===== src/rtl/vga_display_controller_param_pkg.sv =====
// Shared defaults and types for the parametrised VGA display controller.
package vga_display_controller_param_pkg;

  // 640x480@60 raster with a 25 MHz pixel clock
  localparam int DEF_H_ACTIVE = 640;
  localparam int DEF_H_FP     = 16;
  localparam int DEF_H_SYNC   = 96;
  localparam int DEF_H_BP     = 48;
  localparam int DEF_V_ACTIVE = 480;
  localparam int DEF_V_FP     = 10;
  localparam int DEF_V_SYNC   = 2;
  localparam int DEF_V_BP     = 33;

  typedef struct packed {
    logic hs;
    logic vs;
    logic active;
  } sync_bits_t;

  localparam int SYNC_BITS_W = $bits(sync_bits_t);

endpackage


===== src/rtl/vga_sync_delay.sv =====
// Pixel-enable shift register that delays the sync/active bits to match frame-buffer latency.
module vga_sync_delay #(
  parameter int               WIDTH     = 3,
  parameter int               DEPTH     = 1,
  parameter logic [WIDTH-1:0] RESET_VAL = '0
) (
  input  logic             clk,
  input  logic             rst_n,
  input  logic             ce,
  input  logic [WIDTH-1:0] d,
  output logic [WIDTH-1:0] q,
  output logic [WIDTH-1:0] q_pre
);

  logic [WIDTH-1:0] stage [DEPTH];

  always_ff @(posedge clk or negedge rst_n) begin
    if (!rst_n) begin
      for (int i = 0; i < DEPTH; i++) stage[i] <= RESET_VAL;
    end else if (ce) begin
      stage[0] <= d;
      for (int i = 1; i < DEPTH; i++) stage[i] <= stage[i-1];
    end
  end

  assign q = stage[DEPTH-1];

  // q_pre is one stage short of q, so a register fed from it lines up with q
  generate
    if (DEPTH == 1) begin : g_single
      assign q_pre = d;
    end else begin : g_multi
      assign q_pre = stage[DEPTH-2];
    end
  endgenerate

endmodule


===== src/rtl/vga_display_controller_param.sv =====
// Parametrised VGA timing, frame-buffer addressing, sync/blank alignment and frame-synchronous colour mask.
module vga_display_controller_param
  import vga_display_controller_param_pkg::*;
#(
  parameter int H_ACTIVE   = DEF_H_ACTIVE,
  parameter int H_FP       = DEF_H_FP,
  parameter int H_SYNC     = DEF_H_SYNC,
  parameter int H_BP       = DEF_H_BP,
  parameter int V_ACTIVE   = DEF_V_ACTIVE,
  parameter int V_FP       = DEF_V_FP,
  parameter int V_SYNC     = DEF_V_SYNC,
  parameter int V_BP       = DEF_V_BP,
  parameter int HS_POL     = 0,
  parameter int VS_POL     = 0,
  parameter int CLK_DIV    = 2,
  parameter int SCALE_LOG2 = 0,
  parameter int FB_LATENCY = 1,
  parameter int COLOR_W    = 8,
  parameter int ADDR_W     = 19
) (
  input  logic               clk_50,
  input  logic               rst_n,
  input  logic               enable_vga_output_color,
  input  logic [COLOR_W-1:0] red_in,
  input  logic [COLOR_W-1:0] green_in,
  input  logic [COLOR_W-1:0] blue_in,
  output logic [ADDR_W-1:0]  framebuff_addr_out,
  output logic [COLOR_W-1:0] red_out,
  output logic [COLOR_W-1:0] green_out,
  output logic [COLOR_W-1:0] blue_out,
  output logic               vga_hs,
  output logic               vga_vs,
  output logic               vga_blank_n,
  output logic               vga_sync_n,
  output logic               vga_pixel_clk,
  output logic               frame_start,
  output logic               vblank
);

  localparam int H_TOTAL = H_ACTIVE + H_FP + H_SYNC + H_BP;
  localparam int V_TOTAL = V_ACTIVE + V_FP + V_SYNC + V_BP;
  localparam int HW      = $clog2(H_TOTAL);
  localparam int VW      = $clog2(V_TOTAL);
  localparam int DW      = $clog2(CLK_DIV);

  localparam logic [HW-1:0]     H_LAST     = HW'(H_TOTAL - 1);
  localparam logic [HW-1:0]     H_ACT      = HW'(H_ACTIVE);
  localparam logic [HW-1:0]     HS_START   = HW'(H_ACTIVE + H_FP);
  localparam logic [HW-1:0]     HS_END     = HW'(H_ACTIVE + H_FP + H_SYNC);
  localparam logic [VW-1:0]     V_LAST     = VW'(V_TOTAL - 1);
  localparam logic [VW-1:0]     V_ACT      = VW'(V_ACTIVE);
  localparam logic [VW-1:0]     VS_START   = VW'(V_ACTIVE + V_FP);
  localparam logic [VW-1:0]     VS_END     = VW'(V_ACTIVE + V_FP + V_SYNC);
  localparam logic [VW-1:0]     SCALE_MASK = VW'((1 << SCALE_LOG2) - 1);
  localparam logic [ADDR_W-1:0] ROW_STEP   = ADDR_W'(H_ACTIVE >> SCALE_LOG2);
  localparam logic [DW-1:0]     DIV_LAST   = DW'(CLK_DIV - 1);
  localparam logic [DW-1:0]     DIV_HALF   = DW'(CLK_DIV / 2);
  localparam logic              HS_ON      = HS_POL[0];
  localparam logic              VS_ON      = VS_POL[0];
  localparam sync_bits_t        SYNC_IDLE  = '{hs: ~HS_ON, vs: ~VS_ON, active: 1'b0};

  logic [DW-1:0]     div_cnt;
  logic              pix_ce;
  logic [HW-1:0]     h_cnt, h_nxt;
  logic [VW-1:0]     v_cnt, v_nxt;
  logic [ADDR_W-1:0] row_base, row_nxt, addr_nxt;
  logic              en_latched, en_eff;
  sync_bits_t        sync_cur, sync_out, sync_pre;

  // DAC clock rises half-way through each pixel so the registered outputs are settled when sampled
  always_ff @(posedge clk_50 or negedge rst_n) begin
    if (!rst_n)      div_cnt <= '0;
    else if (pix_ce) div_cnt <= '0;
    else             div_cnt <= div_cnt + 1'b1;
  end

  assign pix_ce        = (div_cnt == DIV_LAST);
  assign vga_pixel_clk = (div_cnt >= DIV_HALF);

  always_comb begin
    h_nxt   = h_cnt + 1'b1;
    v_nxt   = v_cnt;
    row_nxt = row_base;
    if (h_cnt == H_LAST) begin
      h_nxt = '0;
      if (v_cnt == V_LAST) begin
        v_nxt   = '0;
        row_nxt = '0;
      end else begin
        v_nxt = v_cnt + 1'b1;
        if (v_cnt < V_ACT && ((v_cnt + 1'b1) & SCALE_MASK) == '0) row_nxt = row_base + ROW_STEP;
      end
    end
    addr_nxt = framebuff_addr_out;
    if (h_nxt < H_ACT && v_nxt < V_ACT) addr_nxt = row_nxt + ADDR_W'(h_nxt >> SCALE_LOG2);
  end

  // Address is registered one tick ahead so it belongs to the same pixel as the counters
  always_ff @(posedge clk_50 or negedge rst_n) begin
    if (!rst_n) begin
      h_cnt              <= '0;
      v_cnt              <= '0;
      row_base           <= '0;
      framebuff_addr_out <= '0;
    end else if (pix_ce) begin
      h_cnt              <= h_nxt;
      v_cnt              <= v_nxt;
      row_base           <= row_nxt;
      framebuff_addr_out <= addr_nxt;
    end
  end

  always_comb begin
    sync_cur.active = (h_cnt < H_ACT) && (v_cnt < V_ACT);
    sync_cur.hs     = (h_cnt >= HS_START && h_cnt < HS_END) ? HS_ON : ~HS_ON;
    sync_cur.vs     = (v_cnt >= VS_START && v_cnt < VS_END) ? VS_ON : ~VS_ON;
  end

  assign frame_start = pix_ce && (h_cnt == '0) && (v_cnt == '0);
  assign vblank      = (v_cnt >= V_ACT);

  vga_sync_delay #(
    .WIDTH    (SYNC_BITS_W),
    .DEPTH    (FB_LATENCY + 1),
    .RESET_VAL(SYNC_IDLE)
  ) u_sync_delay (
    .clk  (clk_50),
    .rst_n(rst_n),
    .ce   (pix_ce),
    .d    (sync_cur),
    .q    (sync_out),
    .q_pre(sync_pre)
  );

  // With zero read latency the first pixel is captured on the frame_start tick itself
  assign en_eff = frame_start ? enable_vga_output_color : en_latched;

  always_ff @(posedge clk_50 or negedge rst_n) begin
    if (!rst_n) begin
      en_latched <= 1'b0;
      red_out    <= '0;
      green_out  <= '0;
      blue_out   <= '0;
    end else if (pix_ce) begin
      if (frame_start) en_latched <= enable_vga_output_color;
      if (sync_pre.active && en_eff) begin
        red_out   <= red_in;
        green_out <= green_in;
        blue_out  <= blue_in;
      end else begin
        red_out   <= '0;
        green_out <= '0;
        blue_out  <= '0;
      end
    end
  end

  assign vga_hs      = sync_out.hs;
  assign vga_vs      = sync_out.vs;
  assign vga_blank_n = sync_out.active;
  assign vga_sync_n  = 1'b0;

endmodule


===== config.mk =====
export PLATFORM = sky130hd
export DESIGN_NAME = vga_display_controller_param
export DESIGN_NICKNAME = d
export VERILOG_FILES = /design/src/rtl/vga_display_controller_param_pkg.sv /design/src/rtl/vga_sync_delay.sv /design/src/rtl/vga_display_controller_param.sv
export SDC_FILE = /design/constraint.sdc
export NUM_CORES = 1
export LEC_CHECK = 0
export BUFFER_PORTS_ARGS = -buffer_cell sky130_fd_sc_hd__buf_2
export CORE_ASPECT_RATIO = 1.75
export CORE_MARGIN = 2
export CORE_UTILIZATION = 50
export CTS_BUF_LIST = sky130_fd_sc_hd__clkbuf_16
export DETAILED_ROUTE_END_ITERATION = 8
export HOLD_SLACK_MARGIN = 0.1
export PLACE_DENSITY = 0.79
export SYNTH_ARGS = -nofsm -noshare
export SYNTH_HDL_FRONTEND = slang
export SYNTH_SLANG_ARGS = --single-unit
export TNS_END_PERCENT = 100

===== constraint.sdc =====
create_clock -name clk_50 -period 3.7 [get_ports clk_50]
set_input_delay 0.37 -clock clk_50 [delete_from_list [all_inputs] [get_ports clk_50]]
set_output_delay 0.37 -clock clk_50 [all_outputs]
set_load 0.1 [all_outputs]

# --- Word level (Yosys, flattened, before mapping) ---
# Cells that the tools add are included.
word_totals:
  regBits: 90
  wordCells: 51
classes:
  addsub: 5
  order_cmp: 10
  n_eq_ne: 2
  n_mux: 13
  n_reduce_logical: 10
ops:
  columns: ["operator", "count"]
  rows:
  - ["19-bit 2-to-1 mux", 3]
  - ["10-bit < comparator (second input constant)", 3]
  - ["10-bit by 9-bit < comparator with 1-bit output (second input constant)", 3]
  - ["10-bit 2-to-1 mux", 3]
  - ["8-bit 2-to-1 mux", 3]
  - ["10-bit by 1-bit adder with 10-bit output (second input constant)", 2]
  - ["10-bit == test (second input constant)", 2]
  - ["10-bit by 9-bit >= comparator with 1-bit output (second input constant)", 2]
  - ["10-bit zero test", 2]
  - ["19-bit by 10-bit adder with 19-bit output", 1]
  - ["19-bit by 10-bit adder with 19-bit output (second input constant)", 1]
  - ["10-bit >= comparator (second input constant)", 1]
  - ["1-bit logical AND", 7]
  - ["1-bit 2-to-1 mux", 4]
  - ["2-bit AND reduction", 1]
  - ["1-bit adder (second input constant)", 1]
  - ["1-bit >= comparator (second input constant)", 1]

# --- Depth between registers and ports, before layout ---
# Gate-level depths: netlist of run 1.
depth:
  word_depth: 6
  mapped_depth: 17
  mapped_depth_nobuf: 15

# --- Hierarchy ---
# From an unflattened synthesis of run 1, not the netlist that was laid out.
unflattened:
  hier_cells: 453
  hier_area_um2: 4862.2
by_module_without_submodules:
  columns: ["mod", "n_inst", "cells_per_inst", "area_each_um2", "seq_area_each_um2"]
  rows:
  - ["vga_display_controller_param", 1, 440, 4605.7, 2102.0]
  - ["vga_sync_delay", 1, 13, 256.5, 155.1]

# --- Least setup slack after synthesis of run 1 ---
# No wires, ideal clock.
synth_timing:
  path_type: "reg-to-reg"
  from: "reg div_cnt"
  to: "reg blue_out[1]"
  setup_ps: 122
  arrival_time_ps: 5210
  path_slack_ps: -1633
  path_stages_with_launch: 8
  synth_period_minus_slack_ps: 5333
  path_cell_list: "dfrtp_1 -> nand4_1 -> nor4_1 -> mux2_2 -> nor2b_1 -> buf_2 -> buf_2 -> a22o_1"
synth_between:
  elab_chain_cells: 5
synth_lines:
  columns: ["element", "line", "rtl"]
  rows:
  - ["from (decl)", "vga_display_controller_param.sv:62", "logic [DW-1:0] div_cnt;"]
  - ["from (signal assigned)", "vga_display_controller_param.sv:74", "else div_cnt <= div_cnt + 1'b1;"]
  - ["1-bit logical AND (2 in a row)", "vga_display_controller_param.sv:119", "assign frame_start = pix_ce && (h_cnt == '0) && (v_cnt == '0);"]
  - ["net frame_start", "vga_display_controller_param.sv:36", "output logic frame_start,"]
  - ["1-bit 2-to-1 mux", null, null]
  - ["1-bit logical AND", "vga_display_controller_param.sv:146", "if (sync_pre.active && en_eff) begin"]
  - ["8-bit 2-to-1 mux", "vga_display_controller_param.sv:146", null]
  - ["to (signal assigned)", "vga_display_controller_param.sv:149", "blue_out <= blue_in;"]
  - ["to (decl)", "vga_display_controller_param.sv:30", "output logic [COLOR_W-1:0] blue_out,"]
# The timed path passes the listed nets, and every way through them passes these cells.
# A chain may end at the register's enable or synchronous reset.

# --- Worst setup path in the final report of run 1 ---
layout_timing:
  from: "reg v_cnt[5]"
  to: "reg framebuff_addr_out[16]"
layout_rtl:
  columns: ["element", "line", "rtl"]
  rows:
  - ["from (decl)", "vga_display_controller_param.sv:65", "logic [VW-1:0] v_cnt, v_nxt;"]
  - ["from (signal assigned)", "vga_display_controller_param.sv:107", "v_cnt <= v_nxt;"]
  - ["10-bit by 9-bit < comparator with 1-bit output", "vga_display_controller_param.sv:91", "if (v_cnt < V_ACT && ((v_cnt + 1'b1) & SCALE_MASK) == '0) row_nxt = row_base + ROW_STEP;"]
  - ["19-bit 2-to-1 mux", "vga_display_controller_param.sv:91", null]
  - ["19-bit 2-to-1 mux (*)", "vga_display_controller_param.sv:86", "if (v_cnt == V_LAST) begin"]
  - ["19-bit 2-to-1 mux (*)", "vga_display_controller_param.sv:84", "if (h_cnt == H_LAST) begin"]
  - ["net row_nxt[7]", "vga_display_controller_param.sv:66", "logic [ADDR_W-1:0] row_base, row_nxt, addr_nxt;"]
  - ["19-bit by 10-bit adder with 19-bit output (*)", "vga_display_controller_param.sv:95", "if (h_nxt < H_ACT && v_nxt < V_ACT) addr_nxt = row_nxt + ADDR_W'(h_nxt >> SCALE_LOG2);"]
  - ["to (signal assigned)", "vga_display_controller_param.sv:109", "framebuff_addr_out <= addr_nxt;"]
  - ["to (decl)", "vga_display_controller_param.sv:27", "output logic [ADDR_W-1:0] framebuff_addr_out,"]
# The timed path passes the listed nets; every way through them passes the cells marked *.

==> results of run 1 <==
==> cell families after synthesis <==
logic type,share of synthesized area
muxes,0.0447
DFF,0.453
adders and majority gates,0.0442
AOI/OAI and AO/OA,0.162
xor gates and xnor gates,0.0597
and+or+nand+nor,0.192
buffers and inverters,0.0444
other,0.000752
==> power by group through the flow <==
stage                     Sequential [W]  Clock [W]  Combinational (W)
after global placement           0.00102          0           0.000168
after CTS                        0.00101   0.000846           0.000170
after floorplan                  0.00112          0          0.0000209
final                            0.00101   0.000827           0.000168
after detailed placement         0.00102          0           0.000171
after global routing             0.00101   0.000894           0.000177
==> worst paths after layout <==
check	cells past startpoint	startpoint	to
worst min register to register	2	framebuff_addr_out[9]	framebuff_addr_out[9]
worst min-delay path	1	rst_n	row_base[12]
max in group asynchronous	1	rst_n	div_cnt
worst max-delay path	13	v_cnt[5]	framebuff_addr_out[16]
worst max register to register	13	v_cnt[5]	framebuff_addr_out[16]
min in group clk_50	2	blue_in[6]	blue_out[6]
==> routing by layer <==
metal / part of all wire / vias up
met4: 0.030 / 0
met3: 0.045 / 25
met2: 0.53 / 168
li1: - / 1967
met5: 0 / -
met1: 0.39 / 1978
==> per-stage QoR <==
step	util	setup WS, ns	area [sq um]
final	0.602	0.0633	5890
after global routing	0.602	0.00539	5890
after CTS	0.596	0.00795	5830
after detailed placement	0.566	-0.0638	5540
after global placement	0.566	0.139	5540
after floorplan	-	0.00570	5020
==> synth_stat cells (3+ instances only) <==
master,instances,area (sq um)
sky130_fd_sc_hd__xnor2_1,23,201
sky130_fd_sc_hd__ha_1,16,200
sky130_fd_sc_hd__o21ai_0,37,185
sky130_fd_sc_hd__nor2_1,33,124
sky130_fd_sc_hd__mux2_2,18,203
sky130_fd_sc_hd__dfstp_2,4,105
sky130_fd_sc_hd__buf_4,6,45.0
sky130_fd_sc_hd__or4_1,4,30.0
sky130_fd_sc_hd__nor4_1,11,68.8
sky130_fd_sc_hd__inv_1,16,60.1
sky130_fd_sc_hd__nand2_1,47,176
sky130_fd_sc_hd__o211ai_1,3,22.5
sky130_fd_sc_hd__nand4b_1,5,43.8
sky130_fd_sc_hd__xor2_1,11,96.3
sky130_fd_sc_hd__buf_2,6,30.0
sky130_fd_sc_hd__and3_1,6,37.5
sky130_fd_sc_hd__nor2b_1,9,56.3
sky130_fd_sc_hd__o31ai_1,4,30.0
sky130_fd_sc_hd__a21o_1,6,45.0
sky130_fd_sc_hd__and2_1,7,43.8
sky130_fd_sc_hd__nand4_1,8,50.1
sky130_fd_sc_hd__nand3_1,19,95.1
sky130_fd_sc_hd__o21bai_1,3,22.5
sky130_fd_sc_hd__clkbuf_1,15,56.3
sky130_fd_sc_hd__a22o_1,24,210
sky130_fd_sc_hd__dfrtp_1,86,2150
sky130_fd_sc_hd__a21oi_1,17,85.1
sky130_fd_sc_hd__buf_1,5,18.8
sky130_fd_sc_hd__nor3_1,13,65.1
==> registers in the layout, summed over array words and instances, names as in the netlist, 8 cells and up <==
| name | cells |
|---|---|
| blue_out | 8 |
| framebuff_addr_out | 19 |
| green_out | 8 |
| h_cnt | 10 |
| red_out | 8 |
| row_base | 19 |
| v_cnt | 10 |
==> area by class of cell <==
type | instances | area (sq um)
Fill cell | 820 | 3890
Multi-Input combinational cell | 366 | 2580
Sequential cell | 90 | 2260
Timing Repair Buffer | 101 | 573
Clock buffer | 9 | 225
Tap cell | 125 | 156
Inverter | 16 | 60.1
Clock inverter | 6 | 43.8
==> timing repair <==
| item | 4_1_cts | 5_1_grt |
|---|---|---|
| pin swaps | 1 | 3 |
| endpoints found under the setup margin | 4 | 9 |
| buffers inserted | 2 | 3 |
| resized for setup | 1 | 8 |
| cloned | 0 | 0 |
==> metrics.md, run 1 <==
| Metric | Value |
|---|---|
| Outcome | completed |
| Residual DRC | 0 |
| Clock Latency Late Sink | around 0.34 ns |
| Critical path data required time | between 3 and 4 ns |
| Highest cell delay on the worst timing path | roughly 0.48 ns |
| Number of buffers inserted by port buffering | 75 |
| Path type of the worst setup path | flop to flop |
| Leading cell type in the layout, fill and taps excluded | sky130_fd_sc_hd__dfrtp_1 |
| Clk Tree Root Cell | sky130_fd_sc_hd__clkbuf_16 |
| Die width | 79.5 microns |
| Unrepaired setup endpoints after global routing | false |
| Worst hold path class | primary input to asynchronous set/reset pin |
| Actual slew at the worst max-slew pin | 1.11 ns |
| Number of design-rule violations left by the first detailed-router iteration | roughly 350 |
| Setup TNS | 0 ns |
| IR drop worst, VDD | around 340 uV |
| Rel. slew slack | 0.258 |
| Commonest register cell after synthesis | sky130_fd_sc_hd__dfrtp_1 |
| Syn Area/Cell | 9.88 sq um |
| Total count of hold-check failures in the final report | 0 |
| Power share of the combinational group | 0.084 |
| Vert. Die Dim | roughly 140 microns |
| Register-to-register setup slack | between 0.06 and 0.07 ns |
| Total routing resource utilization after global routing | 0.225 |
| Number of detailed-routing iterations run before antenna repair | 5 |
| Wire length reported by the detailed router | roughly 12000 microns |
| Worst Setup End Kind | flop |
| Longest Clk Path Bufs | 2 |
| Crit path buf inv count | 3 |
| Crit path cell chain | buf_4 > a41oi_4 > inv_1 > nor4_1 > buf_4 > xnor2_1 > nor2_1 > ha_2 > nor2_1 > o41a_1 > nor4b_1 > xor2_1 > o21ai_0 |
| Number of standard cells after synthesis | around 500 |
| Via-per-instance ratio | just under 6 |
| Yosys synthesis warning count | 0 |
| Max Fclk | approximately 270 MHz |
| Static Leakage | 2.79 nW |
| Tot Pwr | around 0.0020 W |
| Netlist cell types | 62 |
| Global routing usage on met1 | 0.256 |
| Clock tree from TritonCTS | yes |
| Number of CTS-inserted buffers | 9 |
| FF+latch count, synth | 90 |
| Top library cells by usage in the layout, fill and taps aside | sky130_fd_sc_hd__dfrtp_1 (86), sky130_fd_sc_hd__buf_2 (74), sky130_fd_sc_hd__nand2_1 (47) |
| Max stage delay cell, worst path | sky130_fd_sc_hd__o41a_1 |
| Die footprint | 10800 sq um |
| Gate family responsible for the most delay along the worst path | simple AND/OR/NAND/NOR gates |
| Area of the placeable core | 9790 sq um |
| Via count | 4138 |
| Mapped cell area | between 4000 and 5000 sq um |
| Share of final-layout standard cells stronger than drive strength 1 | 0.270 |
| Time the worst path needs with I/O delays and setup | ~3.6 ns |
| Clock network power share | 0.413 |
| Number of antenna diodes | 0 |
| Async set or reset register ratio after synthesis | 1.00 |
| Post-Syn Nets | 549 |
| Worst-path clk slew | 0.07 ns |
| Remaining number of nets flagged by the antenna check after routing | 0 |
| Hold Worst Slack | 0.210 ns |
| Sequential power share | 0.503 |
| Final clock period utilization by the worst path | 0.983 |
| Count of non-filler cells in the finished layout | 713 |
| Fraction of power spent switching nets | 0.261 |
| Global-route wire length before repair | a little under 20000 microns |
| Switching power total | between 0.0005 and 0.0006 W |
| Arr. time, crit path | approximately 3.9 ns |
| Worst clock skew on the final layout | slightly above 0.007 ns |
| Post-synth EDFFs | 0 |
| Fin. max-slew vios | 0 |
| Top Usage Layer GRT | met2 |
| Instance count after placement with tap cells included | approximately 690 |
| Mean routed wirelength per cell | roughly 17 microns |
| Final setup vio count | 0 |
| Portion of the post-synthesis area used by sequential elements | 0.453 |
| Vias in the first global route | 4176 |
| Largest fanout on the critical path | 8 |
| HPWL after detailed placement | 8380 microns |
| Total congestion overflow | 0 |
| Hold buffer count at cts | 0 |
| Category of the worst setup path launch point | flop |
| Synthesis-to-finish area growth | 18.2% |
| Final #Nets | 628 |
| Routing usage on met2 | 0.392 |
| Number of levels in the clock H-tree | 3 |
| Int Power | around 0.0015 W |
| Final weighted congestion in routability-driven placement | around 0.95 |
| CTS sink count | 90 |
| M3 GR Usage | 0.0398 |
| Number of cell rows | 48 |
| Initial cell density of the core | 0.509 |
| Areal power density over the cells | roughly 340 nW/um^2 |
| Largest net degree at the start of global routing | slightly above 90 |
| Count of maximum capacitance violations | 0 |
| I/O pin total | 77 |
| Number of antenna violations at the first check in global routing | 0 |
No activity file was read; power rests on OpenSTA's default activity.
==> run 2, diff against run 1 <==
--- a/config.mk
+++ b/config.mk
@@ -9,10 +9,11 @@
 export CORE_ASPECT_RATIO = 1.75
 export CORE_MARGIN = 2
 export CORE_UTILIZATION = 50
-export CTS_BUF_LIST = sky130_fd_sc_hd__clkbuf_16
+export CTS_BUF_LIST = sky130_fd_sc_hd__clkbuf_4
 export DETAILED_ROUTE_END_ITERATION = 8
 export HOLD_SLACK_MARGIN = 0.1
 export PLACE_DENSITY = 0.79
+export SETUP_SLACK_MARGIN = 0.15
 export SYNTH_ARGS = -nofsm -noshare
 export SYNTH_HDL_FRONTEND = slang
 export SYNTH_SLANG_ARGS = --single-unit
==> run 2 against run 1 <==
Clock skew rose by 0.021 ns. Combinational power about the same. First-iteration DRC count decreased by 46%. Cell count is 0.70% higher. Worst hold slack lost 0.11 ns. Fmax grew 4.8%. Non-clock buffer count increased by 3. Via count increased by 1.8%. Critical path depth grew 1. Wire length shrank 0.25%. Setup slack better by 0.17 ns.
==> metrics.md, run 2 (synthesis gave the netlist of run 1 again) <==
| Metric | Value |
|---|---|
| CTS sink count | 90 (unchanged) |
| Crit path cell chain | ha_4 > and3_4 > nand3_4 > nor2_4 > buf_4 > nor2b_1 > ha_1 > nand3_1 > o211ai_1 > nor4_2 > o41a_1 > nor4b_2 > xor2_1 > o21ai_0 |
| Wire length reported by the detailed router | 11800 microns (-0.25%) |
| I/O pin total | 77 (unchanged) |
| Time the worst path needs with I/O delays and setup | 3.47 ns (-0.167 ns) |
| Final setup vio count | 0 (unchanged) |
| Power share of the combinational group | 0.095 (+0.011) |
| Count of maximum capacitance violations | 0 (unchanged) |
| Largest net degree at the start of global routing | 91 (unchanged) |
| Final clock period utilization by the worst path | 0.938 (-0.0451) |
| Register-to-register setup slack | 0.23 ns (+0.17 ns) |
| Residual DRC | 0 (unchanged) |
| Clock Latency Late Sink | 0.44 ns (+0.10 ns) |
| Final weighted congestion in routability-driven placement | 0.913 (-3.5%) |
| Top library cells by usage in the layout, fill and taps aside | sky130_fd_sc_hd__dfrtp_1 (85), sky130_fd_sc_hd__buf_2 (74), sky130_fd_sc_hd__nand2_1 (47) |
| Clock tree from TritonCTS | yes |
| Number of design-rule violations left by the first detailed-router iteration | 192 (-46%) |
| Synthesis-to-finish area growth | 17.9% |
| Initial cell density of the core | 0.509 (unchanged) |
| Via-per-instance ratio | 5.87 (+1.1%) |
| Actual slew at the worst max-slew pin | 1.12 ns (+0.00283 ns) |
| Via count | 4214 (+1.8%) |
| Sequential power share | 0.560 (+0.057) |
| HPWL after detailed placement | 8490 microns (+1.3%) |
| Worst hold path class | primary input to asynchronous set/reset pin |
| Number of antenna violations at the first check in global routing | 1 (+1) |
| Clock network power share | 0.345 (-0.068) |
| Worst clock skew on the final layout | 0.0286 ns (+0.0213 ns) |
| Clk Tree Root Cell | sky130_fd_sc_hd__clkbuf_4 |
| Path type of the worst setup path | flop to flop |
| Fin. max-slew vios | 0 (unchanged) |
| Category of the worst setup path launch point | flop |
| Number of detailed-routing iterations run before antenna repair | 5 (unchanged) |
| Areal power density over the cells | 305 nW/um^2 (-10%) |
| Crit path buf inv count | 1 (-2) |
| Worst Setup End Kind | flop |
| Int Power | 0.00132 W (-11%) |
| CP startpoint | h_cnt[1] |
| Number of buffers inserted by port buffering | 75 (unchanged) |
| Gate family responsible for the most delay along the worst path | simple AND/OR/NAND/NOR gates |
| Highest cell delay on the worst timing path | 0.52 ns (+0.04 ns) |
| Outcome | completed |
| Global-route wire length before repair | 19100 microns (-0.86%) |
| Mean routed wirelength per cell | 16.4 microns (-0.94%) |
| Static Leakage | 2.77 nW (-0.81%) |
| Share of final-layout standard cells stronger than drive strength 1 | 0.284 (+0.0134) |
| Critical path data required time | 4.03 ns (+0.09 ns) |
| Total congestion overflow | 0 (unchanged) |
| Remaining number of nets flagged by the antenna check after routing | 0 (unchanged) |
| Final #Nets | 631 (+0.48%) |
| Final standard cell utilization of the core | 0.601 (-0.00128) |
| Number of CTS-inserted buffers | 9 (unchanged) |
| Length in cells of the worst reg-to-reg path | 14 (+1) |
| Hold Worst Slack | 0.103 ns (-0.107 ns) |
| Area of the placeable core | 9790 sq um (unchanged) |
| Number of cell rows | 48 (unchanged) |
| Setup TNS | 0 ns (unchanged) |
| Destination of the worst register-to-register timing path | framebuff_addr_out[16] |
| Die footprint | 10800 sq um (unchanged) |
| Longest Clk Path Bufs | 2 (unchanged) |
| Biggest registers after layout | framebuff_addr_out: 19 flops, row_base: 19 flops |
| Arr. time, crit path | 3.80 ns (-0.08 ns) |
| Die width | 79.5 microns (unchanged) |
| Number of levels in the clock H-tree | 3 (unchanged) |
| Vias in the first global route | 4166 (-0.24%) |
| Endpoint of the most critical setup path | framebuff_addr_out[16] |
| Worst R2R Start | h_cnt[1] |
| Leading cell type in the layout, fill and taps excluded | sky130_fd_sc_hd__dfrtp_1 |
| IR drop worst, VDD | 280 uV (-18%) |
| Rel. slew slack | 0.256 (-0.00189) |
| Unrepaired setup endpoints after global routing | true |
| Number of stages on the worst setup path | 14 (+1) |
| Total count of hold-check failures in the final report | 0 (unchanged) |
| Fraction of power spent switching nets | 0.267 (+0.00565) |
| Vert. Die Dim | 136 microns (unchanged) |
| Worst-path clk slew | 0.14 ns (+0.07 ns) |
| Total routing resource utilization after global routing | 0.224 (-0.00151) |
| Switching power total | 0.000479 W (-8.3%) |
| Max Fclk | 288 MHz (+4.8%) |
| Count of fill cells added during filler insertion | 827 (+0.85%) |
| Max stage delay cell, worst path | sky130_fd_sc_hd__o41a_1 |
| Largest fanout on the critical path | 9 (+1) |
[run 2: cell types whose count changed in the layout (fill, tap and decap cells not counted), sizes merged]
cell         previous run  this run
clkinv                  1         2
diode                   0         1
buf                   101       102
clkbuf                  9        11
bufinv                  0         2
clkinvlp                4         1
inv                    17        16
dlygate4sd3             0         2
[run 2: final cells by class]
| class | count | area (sq um) | share of cell area |
|---|---|---|---|
| antenna | 1 | 2.50 | 0.000425 |
| clock inverter | 5 | 80.1 | 0.0136 |
| tap | 125 | 156 | 0.0266 |
| sequential | 90 | 2260 | 0.384 |
| inverter | 16 | 60.1 | 0.0102 |
| clock buffer | 11 | 82.6 | 0.0140 |
| multi-input combinational | 366 | 2640 | 0.449 |
| timing repair buffer | 104 | 601 | 0.102 |
[run 2: worst register-to-register path: cells and delay by family (launching register included)]
kind	cells	cell delay [ns]
simple gates	7	1.13
xor+xnor	1	0.19
fa+ha+maj	2	0.58
compound gates	3	0.86
buf+inv	1	0.16
flops	1	0.46
[run 2: timing repair]
action | CTS | global route
buffers inserted | 0 | 7
endpoints found under the hold margin | 0 | 2
setup endpoints to repair | 3 | 9
hold buffers | 0 | 2
pin swaps | 1 | 5
resized for setup | 3 | 15
[run 2: per-layer routing]
metal  GRT usage  routed length, microns
met5           0                       0
met4       0.133                     531
met3      0.0485                     584
met2       0.393                    6270
met1       0.241                    4370
[run 2: stage by stage]
stage	cell area (sq um)	total power, W	setup WS, ns	instances
finish	5880	0.00180	0.230	718
CTS	5740	0.00181	0.122	708
global route	5880	0.00186	0.0800	718
global placement	5550	0.00119	0.122	692
detailed placement	5550	0.00119	0.0196	692
floorplan	5050	0.00114	0.161	505
[run 2: power groups by stage]
stage | clock (W) | combinational, W | sequential [W]
5_1_grt | 0.000672 | 0.000179 | 0.00101
4_1_cts | 0.000634 | 0.000171 | 0.00101
3_5_place_dp | 0 | 0.000171 | 0.00102
6_report | 0.000620 | 0.000170 | 0.00101
3_3_place_gp | 0 | 0.000168 | 0.00102
2_1_floorplan | 0 | 0.0000209 | 0.00112
[run 2: worst min path at each step]
stage | startpoint | to | slack [ns] | cells after the start
after global routing | green_in[4] | green_out[4] | 0.10 | 2
final | rst_n | row_base[14] | 0.10 | 1
after detailed placement | row_base[3] | row_base[3] | 0.46 | 1
after floorplan | rst_n | blue_out[0] | 0.07 | 0
after CTS | red_in[6] | red_out[6] | 0.12 | 2
after global placement | framebuff_addr_out[8] | framebuff_addr_out[8] | 0.46 | 2
==> run 3, diff against run 2 <==
--- a/config.mk
+++ b/config.mk
@@ -8,11 +8,11 @@
 export BUFFER_PORTS_ARGS = -buffer_cell sky130_fd_sc_hd__buf_2
 export CORE_ASPECT_RATIO = 1.75
 export CORE_MARGIN = 2
-export CORE_UTILIZATION = 50
+export CORE_UTILIZATION = 53
 export CTS_BUF_LIST = sky130_fd_sc_hd__clkbuf_4
 export DETAILED_ROUTE_END_ITERATION = 8
 export HOLD_SLACK_MARGIN = 0.1
-export PLACE_DENSITY = 0.79
+export PLACE_DENSITY = 0.83
 export SETUP_SLACK_MARGIN = 0.15
 export SYNTH_ARGS = -nofsm -noshare
 export SYNTH_HDL_FRONTEND = slang
==> run 3 against run 2 <==
Sequential power about the same. Largest power group unchanged. Critical path type unchanged. Wire length up 3.9%. Register-to-register slack about the same. Via count up 1.2%. Critical path depth up 2. Die area down 5.4%. Core utilization up 6.2 points.
==> metrics.md, run 3 (synthesis gave the netlist of run 1 again) <==
| Metric | Value |
|---|---|
| Outcome | completed |
| CTS sink count | 90 (unchanged) |
| IR drop worst, VDD | 239 uV (-15%) |
| Int Power | 0.00125 W (-5.0%) |
| Die footprint | 10200 sq um (-5.4%) |
| Max stage delay cell, worst path | sky130_fd_sc_hd__o41a_1 |
| Final standard cell utilization of the core | 0.662 (+0.0616) |
| Power share of the combinational group | 0.105 (+0.010) |
| Clock Latency Late Sink | 0.46 ns (+0.02 ns) |
| Leading cell type in the layout, fill and taps excluded | sky130_fd_sc_hd__dfrtp_1 |
| Critical path data required time | 4.04 ns (about the same) |
| Final clock period utilization by the worst path | 0.939 (+0.00133) |
| Remaining number of nets flagged by the antenna check after routing | 0 (unchanged) |
| Highest cell delay on the worst timing path | 0.48 ns (-0.04 ns) |
| Vias in the first global route | 4271 (+2.5%) |
| Number of levels in the clock H-tree | 3 (unchanged) |
| Biggest registers after layout | framebuff_addr_out: 19 flops, row_base: 19 flops |
| Total routing resource utilization after global routing | 0.243 (+0.0197) |
| Initial cell density of the core | 0.548 (+0.0390) |
| Number of antenna violations at the first check in global routing | 1 (unchanged) |
| Worst setup slack after layout | 0.225 ns (-0.00493 ns) |
| Number of cell rows | 46 (-4.2%) |
| HPWL after detailed placement | 8250 microns (-2.8%) |
| Via count | 4264 (+1.2%) |
| Rel. slew slack | 0.354 (+0.0977) |
| Share of final-layout standard cells stronger than drive strength 1 | 0.280 (-0.00391) |
| Areal power density over the cells | 292 nW/um^2 (-4.4%) |
| Count of fill cells added during filler insertion | 753 (-8.9%) |
| Arr. time, crit path | 3.82 ns (+0.02 ns) |
| Static Leakage | 2.87 nW (+3.5%) |
| Worst clock skew on the final layout | 0.0209 ns (-0.00768 ns) |
| Clock tree from TritonCTS | yes |
| Number of detailed-routing iterations run before antenna repair | 6 (+1) |
| Worst-path clk slew | 0.15 ns (about the same) |
| Longest Clk Path Bufs | 2 (unchanged) |
| Mean routed wirelength per cell | 16.7 microns (+1.9%) |
| Fin. max-slew vios | 0 (unchanged) |
| Switching power total | 0.000508 W (+6.2%) |
| Number of buffers inserted by port buffering | 75 (unchanged) |
| Worst hold path class | primary input to flop |
| Crit path cell chain | inv_2 > ha_1 > nor2b_4 > nand3_4 > nor2_4 > buf_4 > nor2b_1 > ha_1 > nand3_1 > o211ai_1 > nor4_2 > o41a_1 > buf_4 > nor4b_4 > xor2_1 > o21ai_0 |
| Die width | 77.3 microns (-2.7%) |
| Setup TNS | 0 ns (unchanged) |
| Vert. Die Dim | 132 microns (-2.8%) |
| Fraction of power spent switching nets | 0.289 (+0.0225) |
| Total count of hold-check failures in the final report | 0 (unchanged) |
| Synthesis-to-finish area growth | 20.8% |
| Clock network power share | 0.322 (-0.023) |
| Max Fclk | 288 MHz (-0.14%) |
| Largest fanout on the critical path | 6 (-3) |
| Count of maximum capacitance violations | 0 (unchanged) |
| Time the worst path needs with I/O delays and setup | 3.47 ns (+0.00493 ns) |
| Number of design-rule violations left by the first detailed-router iteration | 308 (+60%) |
| Worst Setup End Kind | flop |
| Via-per-instance ratio | 5.83 (-0.75%) |
| Residual DRC | 0 (unchanged) |
| Final setup vio count | 0 (unchanged) |
| Unrepaired setup endpoints after global routing | true |
| Number of CTS-inserted buffers | 9 (unchanged) |
| Final #Nets | 650 (+3.0%) |
| Clk Tree Root Cell | sky130_fd_sc_hd__clkbuf_4 |
| Total congestion overflow | 0 (unchanged) |
| I/O pin total | 77 (unchanged) |
| Category of the worst setup path launch point | flop |
| Path type of the worst setup path | flop to flop |
| Pre-CTS WS | 0.117 ns (+0.0976 ns) |
| Top library cells by usage in the layout, fill and taps aside | sky130_fd_sc_hd__dfrtp_1 (85), sky130_fd_sc_hd__buf_2 (74), sky130_fd_sc_hd__nand2_1 (47) |
| Final weighted congestion in routability-driven placement | 0.917 (+0.44%) |
| Actual slew at the worst max-slew pin | 0.970 ns (-0.147 ns) |
| Sequential power share | 0.572 (+0.012) |
| Global-route wire length before repair | 19900 microns (+4.4%) |
| Wire length reported by the detailed router | 12200 microns (+3.9%) |
| Area of the placeable core | 9090 sq um (-7.1%) |
| Largest net degree at the start of global routing | 79 (-13%) |
## run 3: power groups by stage
stage               Combinational, W  Clock [W]  Sequential (W)
floorplan                  0.0000209          0         0.00112
global route                0.000194   0.000626         0.00101
detailed placement          0.000172          0         0.00102
finish                      0.000185   0.000567         0.00101
CTS                         0.000186   0.000578         0.00101
global placement            0.000169          0         0.00102
## run 3: path summary, 6_finish.rpt
path / startpoint / end / slack [ns] / cells after the start
setup / recovery: v_cnt[0] / framebuff_addr_out[16] / 0.23 / 16
hold / removal: red_in[5] / red_out[5] / 0.15 / 2
setup reg to reg: v_cnt[0] / framebuff_addr_out[16] / 0.23 / 16
hold reg to reg: framebuff_addr_out[7] / framebuff_addr_out[7] / 0.49 / 2
max in group asynchronous: rst_n / u_sync_delay.q_pre[1] / 2.27 / 3
min in group asynchronous: rst_n / row_base[6] / 0.61 / 2
## run 3: worst max-delay path: cells and delay by family, from the launching register on
kind,cells,cell delay [ns]
flip-flops,1,0.46
AO/OA/AOI/OAI,3,0.83
buffers and inverters,3,0.41
adder cells (fa/ha/maj),2,0.54
XOR/XNOR,1,0.18
AND/OR/NAND/NOR,7,0.96
## run 3: layout make-up
type                       instances  area [sq um]  area share
antenna                            1          2.50    0.000415
clock buffer                       9          67.6      0.0112
clock inverter                     7          75.1      0.0125
inverter                          16          60.1     0.00997
multi-input combinational        367          2640       0.438
sequential                        90          2260       0.375
tap                              120           150      0.0249
timing repair buffer             122           773       0.128
## run 3: stage by stage
step	std cells	total power, W	hold WS, ns	area [sq um]
floorplan	505	0.00114	0.0744	5050
global placement	686	0.00119	0.455	5540
detailed placement	686	0.00120	0.465	5540
CTS	720	0.00177	0.111	5870
global route	732	0.00183	0.103	6020
finish	732	0.00176	0.147	6020
## run 3: repair_timing
item,CTS,global route
endpoints found under the setup margin,3,10
gates cloned,0,1
resized for setup,1,17
pin swaps,1,10
buffers inserted,1,10
hold buffers,17,0
endpoints found under the hold margin,91,0
## run 3: per-layer routing
metal	vias up	GRT usage	routed length, microns
met5	-	0	0
met4	0	0.137	584
met3	46	0.0541	581
met2	150	0.427	6440
met1	2047	0.267	4610
li1	2021	-	-
